<file path="config.mk">
export PLATFORM = sky130hd
export DESIGN_NAME = systolic_ctrl
export DESIGN_NICKNAME = d
export VERILOG_FILES = /design/src/rtl/systolic_ctrl.sv
export SDC_FILE = /design/constraint.sdc
export NUM_CORES = 1
export LEC_CHECK = 0
export BUFFER_PORTS_ARGS = -buffer_cell sky130_fd_sc_hd__buf_2
export CAP_MARGIN = 20
export CORE_UTILIZATION = 50
export DETAILED_ROUTE_END_ITERATION = 16
export PLACE_DENSITY = 0.83
export SETUP_SLACK_MARGIN = 0.05
export SLEW_MARGIN = 20
export SYNTH_ARGS = -nofsm -noshare
export SYNTH_HDL_FRONTEND = slang
export SYNTH_SLANG_ARGS = --single-unit
</file>
<file path="constraint.sdc">
create_clock -name clk -period 5.4 [get_ports clk]
set_input_delay 0.27 -clock clk [delete_from_list [all_inputs] [get_ports clk]]
set_output_delay 0.27 -clock clk [all_outputs]
set_load 0.005 [all_outputs]
</file>
<file path="src/rtl/systolic_ctrl.sv">
// Tile sequencer for a systolic array: weight load/latch, skewed input streaming,
// drain and result write-back, with global buffer addressing.
module systolic_ctrl #(
   parameter int unsigned ADDR_WIDTH   = 17,
   parameter int unsigned PE_ROW       = 16,
   parameter int unsigned LENGTH       = 16,
   parameter int unsigned DRAIN_CYCLES = 16
) (
   input  logic                  clk,
   input  logic                  rstn,
   input  logic                  start,
   input  logic                  abort,
   input  logic                  accumulate,
   input  logic [ADDR_WIDTH-1:0] wgt_base,
   input  logic [ADDR_WIDTH-1:0] in_base,
   input  logic [ADDR_WIDTH-1:0] out_base,
   output logic [ADDR_WIDTH-1:0] raddr_a,
   output logic [ADDR_WIDTH-1:0] raddr_b,
   output logic [ADDR_WIDTH-1:0] waddr,
   output logic                  write,
   output logic                  load_weight,
   output logic                  save,
   output logic [PE_ROW-1:0]     enable,
   output logic                  first_partial,
   output logic                  busy,
   output logic                  done
);

   localparam int unsigned MAX_CNT = (LENGTH > DRAIN_CYCLES) ? LENGTH : DRAIN_CYCLES;
   localparam int unsigned CNT_W   = $clog2(MAX_CNT + 1);

   typedef enum logic [2:0] {
      S_IDLE, S_W_LOAD, S_W_SAVE, S_GAP, S_STREAM, S_DRAIN, S_WRITE, S_DONE
   } state_t;

   state_t                state, state_d;
   logic [CNT_W-1:0]      cnt, cnt_d;
   logic [ADDR_WIDTH-1:0] wgt_q, in_q, out_q, wgt_d, in_d, out_d;
   logic [ADDR_WIDTH-1:0] raddr_a_d, raddr_b_d, waddr_d;
   logic                  write_d, load_weight_d, save_d, first_partial_d, busy_d, done_d;
   logic [PE_ROW-1:0]     enable_d;
   logic                  last_len;

   assign last_len = (cnt == CNT_W'(LENGTH - 1));

   // Next state, next counter and next registered outputs (computed from the next state)
   always_comb begin
      state_d = state;
      cnt_d   = cnt + CNT_W'(1);
      wgt_d   = wgt_q;
      in_d    = in_q;
      out_d   = out_q;

      case (state)
         S_IDLE: begin
            cnt_d = '0;
            if (start) begin
               wgt_d = wgt_base;
               in_d  = in_base;
               out_d = out_base;
               if (!abort) state_d = S_W_LOAD;
            end
         end
         S_W_LOAD: if (last_len) state_d = S_W_SAVE;
         S_W_SAVE: state_d = S_GAP;
         S_GAP:    state_d = S_STREAM;
         S_STREAM: if (last_len) state_d = S_DRAIN;
         S_DRAIN:  if (cnt == CNT_W'(DRAIN_CYCLES - 1)) state_d = S_WRITE;
         S_WRITE:  if (last_len) state_d = S_DONE;
         S_DONE:   state_d = S_IDLE;
         default:  state_d = S_IDLE;
      endcase

      if (state != S_IDLE && abort) state_d = S_IDLE;
      if (state_d != state) cnt_d = '0;

      raddr_a_d       = raddr_a;
      raddr_b_d       = raddr_b;
      waddr_d         = waddr;
      write_d         = 1'b0;
      load_weight_d   = 1'b0;
      save_d          = 1'b0;
      enable_d        = '0;
      first_partial_d = first_partial;
      busy_d          = 1'b1;
      done_d          = 1'b0;

      case (state_d)
         S_IDLE: begin
            raddr_a_d       = '0;
            raddr_b_d       = '0;
            waddr_d         = '0;
            first_partial_d = 1'b0;
            busy_d          = 1'b0;
         end
         S_W_LOAD: begin
            raddr_a_d     = wgt_d + ADDR_WIDTH'(cnt_d);
            load_weight_d = 1'b1;
            if (state == S_IDLE) first_partial_d = ~accumulate;
         end
         S_W_SAVE: begin
            save_d        = 1'b1;
            load_weight_d = 1'b1;
         end
         S_GAP: ;
         S_STREAM: begin
            raddr_a_d = in_d + ADDR_WIDTH'(cnt_d);
            // Row i turns on once k exceeds i; saturates naturally when LENGTH > PE_ROW
            for (int unsigned i = 0; i < PE_ROW; i++) enable_d[i] = (32'(cnt_d) > i);
         end
         S_DRAIN: enable_d = '1;
         S_WRITE: begin
            write_d   = 1'b1;
            waddr_d   = out_d + ADDR_WIDTH'(cnt_d);
            raddr_b_d = out_d + ADDR_WIDTH'(cnt_d);
            enable_d  = '1;
         end
         S_DONE: done_d = 1'b1;
         default: busy_d = 1'b0;
      endcase
   end

   always_ff @(posedge clk or negedge rstn) begin
      if (!rstn) begin
         state         <= S_IDLE;
         cnt           <= '0;
         wgt_q         <= '0;
         in_q          <= '0;
         out_q         <= '0;
         raddr_a       <= '0;
         raddr_b       <= '0;
         waddr         <= '0;
         write         <= 1'b0;
         load_weight   <= 1'b0;
         save          <= 1'b0;
         enable        <= '0;
         first_partial <= 1'b0;
         busy          <= 1'b0;
         done          <= 1'b0;
      end else begin
         state         <= state_d;
         cnt           <= cnt_d;
         wgt_q         <= wgt_d;
         in_q          <= in_d;
         out_q         <= out_d;
         raddr_a       <= raddr_a_d;
         raddr_b       <= raddr_b_d;
         waddr         <= waddr_d;
         write         <= write_d;
         load_weight   <= load_weight_d;
         save          <= save_d;
         enable        <= enable_d;
         first_partial <= first_partial_d;
         busy          <= busy_d;
         done          <= done_d;
      end
   end

endmodule

</file>
==> reports/metrics.yaml <==
floorplan:
  die-area_um2: 12100
  core_area_um2: 11400
  die_w_um: 110
  start_util_pct: 51.2
  ios: 129
  rows: 39
  die_h_um: 110
clocking:
  cts_root_buffer: "clkbuf_16"
  cts.sinks: 115
  cts_max_level: 4
  cts_tree: "done"
  cts_resized: 0
  clkSlewWorstSetupHoldPaths_ns: 0.05
  insertion_delay_ns: 0.41
  cts_buffers: 17
  cts_max_path_buffers: 2
  cts_setup_buffers: 0
grt:
  grt_use_total_pct: 25.0
  grt_pass1_vias: 4659
  grt_overflow: 0
  grt_pass1_wl_mm: 22.9
  grt_max_degree: 63
  antenna_found_initial: 0
detailed_routing:
  ant_nets: 0
  drt-initial-drc-count: 197
  dr.pass1.iters: 4
  avgViaCountPerCell: 5.46
  wire_per_inst_um: 16.2
  drc_errors: 0
  via_count: 4677
  totalWireLength_mm: 13.8
place:
  place_inst: 823
  gp_congestion: 0.861
  portBuffers: 128
  dp_hpwl_mm: 9.70
  placed_cell_area_um2: 6430
sta:
  timing.final.crit_share_pct: 87.1
  max_freq_mhz: 213
  slew_violations: 0
  final-setup-viol-count: 0
  slew_headroom_pct: 38.1
  period_needed_ns: 4.70
  finClkSkew_ns: 0.00541
  tightest_slew_ns: 0.903
  fin_setup_tns_ns: 0
  rsz0062_at_grt: "no"
  hold_violations: 0
logic_synthesis:
  ys_ff_latch: 115
  synth_flop_cell: "dfrtp_1"
  netlist_area_um2: 5820
  yosysTopAreaCell: "dfrtp_1"
  syn_inst: 592
  ys_async_sr_fraction_pct: 100
  mappedNetlistNets: 662
  ys_warn_count: 0
  yosysSeqAreaShare_pct: 49.5
  ys_top_cells_by_area: "dfrtp_1, nand2_1, ha_1"
  ys_types: 63
  synth.avg_cell_area_um2: 9.83
  synth_edf_count: 0
  synth_top_area_share_pct: 49.5
power_and_ir_drop:
  power.density_nw_per_um2: 351
  p_leak_nw: 3.68
  peakVddDrop_v: 0.000171
cells_and_area:
  layout_commonest_cell: "nand2_1"
  fin_area_um2: 7080
  nFillCells: 934
  num_antenna_cells: 0
  area_delta_synth_final_pct: 21.7
  fin_nets: 770
  final_cells: 856
  drive_gt1_share_pct: 26.9
  mostFrequentLayoutCells: "nand2_1, buf_2, dfrtp_1"
setup_path:
  crit_fanout: 22
  cp.arrival_ns: 4.96
  critPathCaptureType: "register"
  cp-start-kind: "register"
  critPathRequiredTime_ns: 5.65
  path_class: "reg2reg"
worst_hold_path:
  min_path_type: "in2reg"
run_status:
  status: "completed"
job:
  maxCapViolations: 0
[synthesized netlist by cell type, drive strengths merged, types with 2 or more instances]
cell type / count
nor3: 9
o31ai: 2
a211oi: 4
clkbuf: 17
dfrtp: 115
nor2b: 4
mux2: 9
and3: 8
o21ai: 33
a22o: 16
a21boi: 2
nor4b: 6
or3: 2
mux2i: 10
or2: 2
nand2b: 3
a21o: 8
nor4: 4
a21oi: 18
nand4: 3
inv: 26
a221o: 4
xnor2: 17
xor2: 12
ha: 12
o21bai: 4
fa: 2
buf: 30
nand2: 136
o211ai: 8
nand3: 26
a2111oi: 2
or4b: 2
nor2: 18
a31oi: 2
and2: 5
[stage by stage]
stage / power [mW] / setup WS, ns / util [%] / hold slack [ns]
after floorplan: 1.18 / 1.31 / - / -0.0256
after global placement: 1.28 / 1.05 / 56.6 / 0.377
after detailed placement: 1.30 / 0.834 / 56.6 / 0.386
after CTS: 2.50 / 0.713 / 62.3 / 0.0378
after global routing: 2.59 / 0.428 / 62.3 / 0.0589
final: 2.48 / 0.698 / 62.3 / 0.0460
[registers in the layout (all words and copies together), names as in the netlist]
signal / count
busy: 1
cnt: 5
done: 1
enable: 16
first_partial: 1
in_q: 17
load_weight: 1
out_q: 17
raddr_a: 17
save: 1
state: 3
waddr: 17
wgt_q: 17
write: 1
[timing repair]
item / 4_1_cts / 5_1_grt
hold buffers: 1 / 0
endpoints found under the setup margin: 0 / 0
endpoints found under the hold margin: 61 / 0
[kinds of logic (layout without fill, tap and decap cells)]
logic type,count (synthesis),after routing,share of synthesized area [%]
buffers and inverters,73,194,6.13
AOI/OAI and AO/OA,110,110,13.5
DFF,115,115,49.5
xor gates and xnor gates,29,29,4.37
muxes,19,19,3.46
adders and majority gates,14,14,3.27
and+or+nand+nor,232,232,19.8
[worst max-delay path, cell delays in order (launching register included)]
cell      delay [ns]
dfrtp_1         0.42
ha_1            0.26
and3_1          0.20
ha_1            0.32
or4b_4          0.57
a21oi_4         0.15
buf_4           0.29
mux2_2          0.41
ha_1            0.21
inv_1           0.07
fa_1            0.20
nor2b_1         0.06
o21ai_0         0.22
a21oi_1         0.15
o21ai_1         0.47
nor2_1          0.08
a221oi_1        0.33
o31ai_1         0.13
[power breakdown]
group          leakage (nW)  internal (mW)  switching, mW  total (mW)
logic                  1.88          0.121          0.196       0.317
clock network         0.303          0.797          0.399        1.20
registers              1.50          0.936         0.0357       0.971
total                  3.68           1.85          0.631        2.48
[area by class of cell]
class                   instances  area, µm²  area share (%)
clock inverters                12        179            2.53
clock buffers                  20        457            6.45
inverters                      26       97.6            1.38
well taps                     143        179            2.53
multi-input cells             404       2580            36.5
repair buffers                136        706            9.97
flip-flops and latches        115       2880            40.7
[path summary, 6_finish.rpt]
path / cells past startpoint / slack, ns / startpoint / end
worst min register to register: 2 / 0.47 / wgt_q[14] / wgt_q[14]
worst max-delay path: 17 / 0.70 / cnt[0] / raddr_a[10]
max in group asynchronous: 3 / 3.76 / rstn / raddr_a[4]
worst min-delay path: 3 / 0.05 / in_base[11] / in_q[11]
min in group asynchronous: 2 / 0.46 / rstn / write
worst max register to register: 17 / 0.70 / cnt[0] / raddr_a[10]
[metal layers]
layer	global-route usage, %	share of wire (%)
met1	31.4	44
met2	40.2	47
met3	7.17	6.8
met4	11.0	1.9
met5	0	0
Note: power is estimated with default switching activity, not from simulation.
